`src/rtl/data_mem_access_if.sv`:
```
// Bus bundle between the data-memory access unit, the pipeline/decoder side and the data BRAM.
interface data_mem_access_if #(
   parameter int unsigned ADDR_WIDTH      = 64,
   parameter int unsigned BRAM_ADDR_WIDTH = 12
);
   logic                       mem_read;
   logic                       mem_write;
   logic [1:0]                 bit_width;
   logic                       sign_extend;
   logic [ADDR_WIDTH-1:0]      addr;
   logic [63:0]                wdata;
   logic [63:0]                bram_rdata;
   logic                       mem_stall;
   logic [63:0]                rdata;
   logic                       rdata_valid;
   logic                       misaligned;
   logic                       bram_en;
   logic [7:0]                 bram_we;
   logic [BRAM_ADDR_WIDTH-1:0] bram_addr;
   logic [63:0]                bram_wdata;

   modport slave (
      input  mem_read, mem_write, bit_width, sign_extend, addr, wdata, bram_rdata,
      output mem_stall, rdata, rdata_valid, misaligned, bram_en, bram_we, bram_addr, bram_wdata
   );

   modport master (
      output mem_read, mem_write, bit_width, sign_extend, addr, wdata, bram_rdata,
      input  mem_stall, rdata, rdata_valid, misaligned, bram_en, bram_we, bram_addr, bram_wdata
   );
endinterface

```
`src/rtl/data_mem_access.sv`:
```
// Sequential load/store unit in front of a 64-bit synchronous data BRAM.
// DATA_MEM_MISALIGNED_EN: split word-crossing accesses into two beats; otherwise fault on misalignment.
module data_mem_access #(
   parameter int unsigned ADDR_WIDTH      = 64,
   parameter int unsigned BRAM_ADDR_WIDTH = 12,
   parameter int unsigned BRAM_LATENCY    = 1
) (
   input  logic                clk,
   input  logic                rst,
   data_mem_access_if.slave    bus
);
   localparam int unsigned IDX_W = BRAM_ADDR_WIDTH;
   localparam int unsigned CNT_W = 2;

   typedef enum logic [2:0] {IDLE, ISSUE0, WAIT0, ISSUE1, WAIT1, DONE} state_t;

   state_t           state_q, state_d;
   logic [CNT_W-1:0] cnt_q, cnt_d;
   logic [IDX_W-1:0] idx_q;
   logic [2:0]       off_q;
   logic [1:0]       bw_q;
   logic             sx_q;
   logic             wr_q;
   logic [63:0]      wdata_q;
   logic [63:0]      beat0_q;
   logic [63:0]      rdata_q, rdata_d;
   logic             rdata_valid_q, rdata_valid_d;
   logic             misaligned_q, misaligned_d;

   logic             accept_c;
   logic [15:0]      lanes16_c;
   logic [127:0]     wide_c;
   logic [63:0]      beat0_now_c, beat1_now_c, load_c;
   logic             unused_c;

   function automatic logic [7:0] size_lanes(input logic [1:0] bw);
      case (bw)
         2'd0:    return 8'h01;
         2'd1:    return 8'h03;
         2'd2:    return 8'h0F;
         default: return 8'hFF;
      endcase
   endfunction

   function automatic logic [63:0] lane_mask(input logic [7:0] lanes);
      logic [63:0] m;
      for (int i = 0; i < 8; i++) m[i*8 +: 8] = {8{lanes[i]}};
      return m;
   endfunction

   function automatic logic [63:0] extend(input logic [63:0] raw, input logic [1:0] bw, input logic sx);
      case (bw)
         2'd0:    return {{56{sx & raw[7]}},  raw[7:0]};
         2'd1:    return {{48{sx & raw[15]}}, raw[15:0]};
         2'd2:    return {{32{sx & raw[31]}}, raw[31:0]};
         default: return raw;
      endcase
   endfunction

   assign accept_c  = (state_q == IDLE) && (bus.mem_read || bus.mem_write);
   assign lanes16_c = {8'h00, size_lanes(bw_q)} << off_q;
   assign wide_c    = {64'h0, wdata_q & lane_mask(size_lanes(bw_q))} << {off_q, 3'b000};

   // Beat data arrives on the last WAIT cycle, so bypass it into the load result directly
   assign beat0_now_c = (state_q == WAIT0) ? bus.bram_rdata : beat0_q;

`ifdef DATA_MEM_MISALIGNED_EN
   logic [63:0] beat1_q;
   logic        crossing_c;

   assign crossing_c  = (5'(off_q) + (5'd1 << bw_q)) > 5'd8;
   assign beat1_now_c = (state_q == WAIT1) ? bus.bram_rdata : beat1_q;

   always_ff @(posedge clk or posedge rst) begin
      if (rst)                                   beat1_q <= '0;
      else if (state_q == WAIT1 && cnt_q == '0)  beat1_q <= bus.bram_rdata;
   end

   assign unused_c = ^bus.addr[ADDR_WIDTH-1:IDX_W+3];
`else
   logic mis_in_c;

   assign mis_in_c    = |(bus.addr[2:0] & 3'((4'd1 << bus.bit_width) - 4'd1));
   assign beat1_now_c = '0;
   assign unused_c    = ^{bus.addr[ADDR_WIDTH-1:IDX_W+3], lanes16_c[15:8], wide_c[127:64]};
`endif

   assign load_c = extend(64'({beat1_now_c, beat0_now_c} >> {off_q, 3'b000}), bw_q, sx_q);

   // Request capture and beat0 capture
   always_ff @(posedge clk or posedge rst) begin
      if (rst) begin
         idx_q   <= '0;
         off_q   <= '0;
         bw_q    <= '0;
         sx_q    <= 1'b0;
         wr_q    <= 1'b0;
         wdata_q <= '0;
         beat0_q <= '0;
      end else begin
         if (accept_c) begin
            idx_q   <= bus.addr[IDX_W+2:3];
            off_q   <= bus.addr[2:0];
            bw_q    <= bus.bit_width;
            sx_q    <= bus.sign_extend;
            wr_q    <= ~bus.mem_read;
            wdata_q <= bus.wdata;
         end
         if (state_q == WAIT0 && cnt_q == '0) beat0_q <= bus.bram_rdata;
      end
   end

   always_ff @(posedge clk or posedge rst) begin
      if (rst) begin
         state_q       <= IDLE;
         cnt_q         <= '0;
         rdata_q       <= '0;
         rdata_valid_q <= 1'b0;
         misaligned_q  <= 1'b0;
      end else begin
         state_q       <= state_d;
         cnt_q         <= cnt_d;
         rdata_q       <= rdata_d;
         rdata_valid_q <= rdata_valid_d;
         misaligned_q  <= misaligned_d;
      end
   end

   always_comb begin
      state_d        = state_q;
      cnt_d          = cnt_q;
      rdata_d        = rdata_q;
      rdata_valid_d  = 1'b0;
      misaligned_d   = 1'b0;
      bus.bram_en    = 1'b0;
      bus.bram_we    = '0;
      bus.bram_addr  = idx_q;
      bus.bram_wdata = '0;

      case (state_q)
         IDLE: begin
            if (accept_c) begin
`ifdef DATA_MEM_MISALIGNED_EN
               state_d = ISSUE0;
`else
               if (mis_in_c) begin
                  state_d      = DONE;
                  misaligned_d = 1'b1;
               end else begin
                  state_d = ISSUE0;
               end
`endif
            end
         end
         ISSUE0: begin
            bus.bram_en = 1'b1;
            if (wr_q) begin
               bus.bram_we    = lanes16_c[7:0];
               bus.bram_wdata = wide_c[63:0];
`ifdef DATA_MEM_MISALIGNED_EN
               state_d = crossing_c ? ISSUE1 : DONE;
`else
               state_d = DONE;
`endif
            end else begin
               state_d = WAIT0;
               cnt_d   = CNT_W'(BRAM_LATENCY - 1);
            end
         end
         WAIT0: begin
            if (cnt_q == '0) begin
`ifdef DATA_MEM_MISALIGNED_EN
               if (crossing_c) begin
                  state_d = ISSUE1;
               end else begin
                  state_d       = DONE;
                  rdata_d       = load_c;
                  rdata_valid_d = 1'b1;
               end
`else
               state_d       = DONE;
               rdata_d       = load_c;
               rdata_valid_d = 1'b1;
`endif
            end else begin
               cnt_d = CNT_W'(cnt_q - 1'b1);
            end
         end
`ifdef DATA_MEM_MISALIGNED_EN
         ISSUE1: begin
            bus.bram_en   = 1'b1;
            bus.bram_addr = IDX_W'(idx_q + 1'b1);
            if (wr_q) begin
               bus.bram_we    = lanes16_c[15:8];
               bus.bram_wdata = wide_c[127:64];
               state_d        = DONE;
            end else begin
               state_d = WAIT1;
               cnt_d   = CNT_W'(BRAM_LATENCY - 1);
            end
         end
         WAIT1: begin
            if (cnt_q == '0) begin
               state_d       = DONE;
               rdata_d       = load_c;
               rdata_valid_d = 1'b1;
            end else begin
               cnt_d = CNT_W'(cnt_q - 1'b1);
            end
         end
`endif
         DONE:    state_d = IDLE;
         default: state_d = IDLE;
      endcase
   end

   // Stall is driven from raw requests only, never from decoder-gated enables
   assign bus.mem_stall = ~rst & (accept_c || state_q == ISSUE0 || state_q == WAIT0 ||
                                  state_q == ISSUE1 || state_q == WAIT1);
   assign bus.rdata       = rdata_q;
   assign bus.rdata_valid = rdata_valid_q;
   assign bus.misaligned  = misaligned_q;
endmodule

```
`src/flat_wrapper.sv`:
```
// flat-port wrapper written by rule: the top's interface ports become plain ports
module data_mem_access_flat 
#(
   parameter int unsigned ADDR_WIDTH      = 64,
   parameter int unsigned BRAM_ADDR_WIDTH = 12,
   parameter int unsigned BRAM_LATENCY    = 1
)
  (clk, rst, bus_mem_read, bus_mem_write, bus_bit_width, bus_sign_extend, bus_addr, bus_wdata, bus_bram_rdata, bus_mem_stall, bus_rdata, bus_rdata_valid, bus_misaligned, bus_bram_en, bus_bram_we, bus_bram_addr, bus_bram_wdata);
  data_mem_access_if #(.ADDR_WIDTH(ADDR_WIDTH), .BRAM_ADDR_WIDTH(BRAM_ADDR_WIDTH)) bus_i ();
  input  logic clk;
  input  logic rst;
  input wire logic [$bits(bus_i.mem_read)-1:0] bus_mem_read;
  input wire logic [$bits(bus_i.mem_write)-1:0] bus_mem_write;
  input wire logic [$bits(bus_i.bit_width)-1:0] bus_bit_width;
  input wire logic [$bits(bus_i.sign_extend)-1:0] bus_sign_extend;
  input wire logic [$bits(bus_i.addr)-1:0] bus_addr;
  input wire logic [$bits(bus_i.wdata)-1:0] bus_wdata;
  input wire logic [$bits(bus_i.bram_rdata)-1:0] bus_bram_rdata;
  output wire logic [$bits(bus_i.mem_stall)-1:0] bus_mem_stall;
  output wire logic [$bits(bus_i.rdata)-1:0] bus_rdata;
  output wire logic [$bits(bus_i.rdata_valid)-1:0] bus_rdata_valid;
  output wire logic [$bits(bus_i.misaligned)-1:0] bus_misaligned;
  output wire logic [$bits(bus_i.bram_en)-1:0] bus_bram_en;
  output wire logic [$bits(bus_i.bram_we)-1:0] bus_bram_we;
  output wire logic [$bits(bus_i.bram_addr)-1:0] bus_bram_addr;
  output wire logic [$bits(bus_i.bram_wdata)-1:0] bus_bram_wdata;
  assign bus_i.mem_read = bus_mem_read;
  assign bus_i.mem_write = bus_mem_write;
  assign bus_i.bit_width = bus_bit_width;
  assign bus_i.sign_extend = bus_sign_extend;
  assign bus_i.addr = bus_addr;
  assign bus_i.wdata = bus_wdata;
  assign bus_i.bram_rdata = bus_bram_rdata;
  assign bus_mem_stall = bus_i.mem_stall;
  assign bus_rdata = bus_i.rdata;
  assign bus_rdata_valid = bus_i.rdata_valid;
  assign bus_misaligned = bus_i.misaligned;
  assign bus_bram_en = bus_i.bram_en;
  assign bus_bram_we = bus_i.bram_we;
  assign bus_bram_addr = bus_i.bram_addr;
  assign bus_bram_wdata = bus_i.bram_wdata;
  data_mem_access #(.ADDR_WIDTH(ADDR_WIDTH), .BRAM_ADDR_WIDTH(BRAM_ADDR_WIDTH), .BRAM_LATENCY(BRAM_LATENCY)) u_core (.clk(clk), .rst(rst), .bus(bus_i));
endmodule
```
`config.mk`:
```
export PLATFORM = sky130hd
export DESIGN_NAME = data_mem_access_flat
export DESIGN_NICKNAME = d
export VERILOG_FILES = /design/src/rtl/data_mem_access_if.sv /design/src/rtl/data_mem_access.sv /design/src/flat_wrapper.sv
export SDC_FILE = /design/constraint.sdc
export NUM_CORES = 1
export LEC_CHECK = 0
export BUFFER_PORTS_ARGS = -buffer_cell sky130_fd_sc_hd__buf_4
export CAP_MARGIN = 30
export CORE_ASPECT_RATIO = 1.5
export CORE_UTILIZATION = 35
export DETAILED_ROUTE_END_ITERATION = 16
export GPL_TIMING_DRIVEN = 0
export PLACE_DENSITY = 0.55
export SLEW_MARGIN = 20
export SYNTH_ARGS = -nofsm -noshare
export SYNTH_HDL_FRONTEND = slang
export SYNTH_SLANG_ARGS = --single-unit
```
`constraint.sdc`:
```
create_clock -name clk -period 11.9 [get_ports clk]
set_clock_uncertainty 0.15 [all_clocks]
set_input_delay 1.785 -clock clk [delete_from_list [all_inputs] [get_ports clk]]
set_output_delay 1.785 -clock clk [all_outputs]
set_load 0.005 [all_outputs]
```
After elaboration in Yosys (flattened, before gate mapping)
Index checks and enable logic that the tools add are counted.
{"block": "classes", "add_sub_neg": 2, "mul": 0, "div_mod_pow": 0, "order_cmp": 0, "n_eq_ne": 10, "shift": 4, "n_mux": 21, "bitwise_logic": 8, "reduce_logical": 15}
{"cell": "$mux 64", "count": 3}
{"cell": "$pmux 64 s3", "count": 1}
{"cell": "$and 64x64->64", "count": 1}
{"cell": "$shl 64x6->64", "count": 1}
{"cell": "$shr 64x6->64", "count": 1}
{"cell": "$pmux 8 s3", "count": 1}
{"cell": "$mux 8", "count": 2}
{"cell": "$mux 3", "count": 4}
{"cell": "$pmux 3 s3", "count": 1}
{"cell": "$shl 8x3->8", "count": 1}
{"cell": "$eq 3x2->1 const B", "count": 2}
{"cell": "$mux 1", "count": 6}
{"cell": "$ne 2x2->1 const B", "count": 3}
{"cell": "$logic_or 1x1->1", "count": 5}
{"cell": "$and 1x1->1", "count": 4}
{"cell": "$logic_not 2->1", "count": 2}
{"cell": "$mux 2", "count": 2}
{"cell": "$pmux 2 s2", "count": 1}
{"cell": "$reduce_and 2->1", "count": 2}
{"cell": "$and 3x3->3", "count": 1}
{"cell": "$eq 3x1->1 const B", "count": 1}
{"cell": "$eq 3x3->1 const B", "count": 1}
{"cell": "$logic_not 3->1", "count": 1}
{"cell": "$reduce_and 3->1", "count": 1}
{"cell": "10 further kinds", "count": 12}
{"block": "totals", "reg_bits": 218, "latch_bits": 0, "ramBits": 0, "romBits": 0, "in_bits": 199, "output_inout_bits": 152, "elab_cells": 72, "mem_count": 0}

Depth between registers and ports, before layout
{"block": "logic_depth", "word_depth": 7, "depth_mapped": 10, "mapped_depth_nobuf": 7}

Worst setup path after synthesis
Ideal clock, no wire load.
{"block": "synth_path", "path_kind": "register to output", "from": "register u_core.off_q[1]", "to": "output port bus_bram_wdata[53]", "arrival_ps": 2247, "required_time_ps": 9965, "setup_slack_ps": 7718, "path_stages_with_launch": 10, "n_path_buf": 4, "path_cell_list": "dfrtp_1 > clkbuf_1 > inv_1 > clkbuf_1 > buf_1 > nand3_1 > clkbuf_1 > nor2_1 > a211oi_1 > a211oi_1"}
{"block": "synth_via", "elab_chain_len": 3}
{"element": "from (decl)", "line_no": "data_mem_access.sv:20", "rtl": "logic [2:0] off_q;"}
{"element": "from (signal assigned)", "line_no": "data_mem_access.sv:103", "rtl": "off_q <= bus.addr[2:0];"}
{"element": "$shl 64x6->64", "line_no": "data_mem_access.sv:62", "rtl": "assign wide_c = {64'h0, wdata_q & lane_mask(size_lanes(bw_q))} << {off_q, 3'b000};"}
{"element": "$mux 64", "line_no": "data_mem_access.sv:157", "rtl": "if (wr_q) begin"}
{"element": "$mux 64", "line_no": "data_mem_access.sv:140", "rtl": "case (state_q)"}
{"element": "to (decl)", "line_no": "flat_wrapper.sv:26", "rtl": "output wire logic [$bits(bus_i.bram_wdata)-1:0] bus_bram_wdata;"}
Every way passes these cells.

Final worst setup path
{"block": "layout_path", "from": "register u_core.off_q[1]", "to": "output port bus_bram_wdata[43]"}
The elaborated chain is that of the path after synthesis.

==> qor.yml <==
logic_synthesis:
  netlist_top_cells_area: "dfrtp_1 42%, nand2_1 9.1%, mux4_2 7.8%"
  yosysWarnings: 0
  syn_nets: 1605
  netlist_area_sq_um: 12900
  ys_types: 53
  postSynth.asyncResetShare: 1.00
  synth_edf_count: 0
  synth_commonest_cells: "315 x nand2_1, 218 x dfrtp_1, 148 x nor2_1"
  syn_inst: 1405
  post-synth-top-count-cell: "nand2_1"
  yosys.area.top_type: "dfrtp_1"
  synth_ff_type: "dfrtp_1"
  synth_seq_cells: 218
  seq_area_frac_synth: 0.422
  synth_top_area_frac: 0.422
  postSynthAreaPerCell_sq_um: 9.21
run:
  max_cap_violations: 0
sta:
  hold-worst-slack_ns: 0.322
  worst_slack_ns: 5.60
  rsz0062_at_grt: "false"
  setup_violations: 0
  finalHoldViolations: 0
  fin_crit_sh: 0.530
  drv_slew: 0
  max_freq_mhz: 159
  final.min_clock_period_ns: 6.30
  max-slew-margin-rel: 0.298
  setup_tns_ns: 0
  tightestPinTransition_ns: 1.05
routing:
  drt_first_pass_iters: 5
  ant_nets: 0
  drc: 0
  drt_wl_total_mm: 59.8
  wl_per_cell_um: 26.8
  drt_iter0_drc: 870
  vias_per_cell: 5.71
  num_vias: 12700
clocking:
  htreeDepth: 1
  post-cts-setup-buffers: 0
  ctsResizeCount: 0
  cts_hold_buf: 0
  cts_buffer_depth: 3
  tritoncts: "built"
  clockRootBuffer: "clkbuf_16"
  cts_num_sinks: 218
  clk_pin_slew_worst_paths_ns: 0.06
  cts_buffers: 24
  clk_latency_ns: 0.55
global_routing:
  grtUsageMet1: 0.336
  grt_util_met3: 0.0480
  grt_max_degree: 83
  grt_pass1_vias: 13200
  antenna_found_initial: 1
  grt_pass1_wl_mm: 87.4
  met2_usage: 0.565
  groute.usage.overall: 0.316
  grt.busiest_layer: "met2"
  grt-ovfl-total: 0
cells_and_area:
  drive_gt1_frac: 0.284
  fill_cells: 3605
  postLayoutCellArea_sq_um: 16700
  finalNetCount: 1934
  area_growth_pct: 29.4
floorplan:
  pin_count: 351
  coreArea_sq_um: 36200
  dieArea_sq_um: 37800
  initial_core_util: 0.358
  row_count: 85
  die_x_um: 159
  chipHeight_um: 237
power_and_ir_drop:
  report.power.total_mw: 5.37
  ir_drop_uv: 157
  p_leak_nw: 7.50
  powerDensity_nw_per_um2: 320
setup_path:
  rr_endpoint: "u_core.beat0_q[1]"
  required_ns: 9.97
  rr_worst_depth: 9
  r2r-start: "u_core.state_q[2]"
  startpoint_type: "flip-flop"
  cp_data_arrival_time_ns: 4.37
  critPathCaptureType: "output port"
  critPathKind: "reg2out"
  r2r_setup_slack_ns: 7.75
  critPathMaxFanout: 10
  crit_start: "u_core.off_q[1]"
  setup.worst_path.end: "bus_bram_wdata[43]"
placement:
  port-buffer-count: 301
  hpwl_mm: 47.0
  postPlaceCellArea_sq_um: 15900
  place_congestion: 1.00
  dp_slack_ns: 6.27
hold_path:
  hold_path.class: "reg2reg"
  whs_path_depth: 2
run_status:
  status: "finished clean"
registers in the layout, indices dropped and copies added (netlist names):
name / flops
u_core.off_q: 3
u_core.bus.bram_addr: 12
u_core.cnt_q: 2
u_core.sx_q: 1
u_core.bus.rdata_valid: 1
u_core.bus.misaligned: 1
u_core.wdata_q: 64
u_core.beat0_q: 64
u_core.bw_q: 2
u_core.bus.rdata: 64
u_core.state_q: 3
u_core.wr_q: 1
critical path: stages (launching register included):
cell and delay [ns]:
dfrtp_1 0.37, clkbuf_1 0.20, inv_1 0.11, clkbuf_1 0.65
buf_1 0.72, clkbuf_1 0.53, buf_1 0.55, o22ai_1 0.24
a22oi_1 0.19, nor2_1 0.09, buf_4 0.17
metal layers:
metal	wire length, um	vias up
met5	0	-
met3	3690	201
met4	4950	0
met1	21100	6246
met2	30100	633
li1	-	5649
how the worst min path moves through the flow:
stage                            startpoint           endpoint
final                     u_core.beat0_q[1]  u_core.beat0_q[1]
after global routing      u_core.beat0_q[1]  u_core.beat0_q[1]
after CTS                 u_core.beat0_q[1]  u_core.beat0_q[1]
after detailed placement  u_core.beat0_q[1]  u_core.beat0_q[1]
after global placement    u_core.beat0_q[1]  u_core.beat0_q[1]
after floorplan           u_core.beat0_q[1]  u_core.beat0_q[1]
cell type report:
cell class | instances | area [sq um] | area share
diodes | 1 | 2.50 | 0.000149
clock buffers | 30 | 674 | 0.0403
flip-flops and latches | 218 | 5460 | 0.326
multi-input cells | 1058 | 6930 | 0.414
plain buffers | 116 | 502 | 0.0300
inverters | 13 | 56.3 | 0.00336
clock inverters | 13 | 204 | 0.0122
well taps | 478 | 598 | 0.0357
repair buffers | 303 | 2310 | 0.138
layout by cell type (no fill, tap or decap), drive strengths merged, types with 45 or more instances in the layout:
cell / instances
buf: 336
nand2: 315
dfrtp: 218
nor2: 148
clkbuf: 113
mux2: 87
mux2i: 78
o21ai: 63
a21oi: 62
a31oi: 51
mux4: 45
power breakdown:
| part | total, mW | internal (mW) | switching, mW |
|---|---|---|---|
| combinational | 3.05 | 1.22 | 1.83 |
| sequential | 1.47 | 1.12 | 0.344 |
| clock | 0.847 | 0.512 | 0.336 |
| total | 5.37 | 2.86 | 2.51 |
cell families after synthesis:
group | after synthesis | share of synthesized area
compound gates | 280 | 0.137
xor+xnor | 1 | 0.000677
fa+ha+maj | 1 | 0.000967
buf+inv | 129 | 0.0425
flops | 218 | 0.422
mux | 210 | 0.214
simple gates | 566 | 0.183
stage by stage:
stage,instances,util
CTS,2229,0.463
global placement,2184,0.437
detailed placement,2186,0.439
finish,2230,0.463
floorplan,1405,-
global route,2230,0.463
Power figures use the tool's default switching activity.
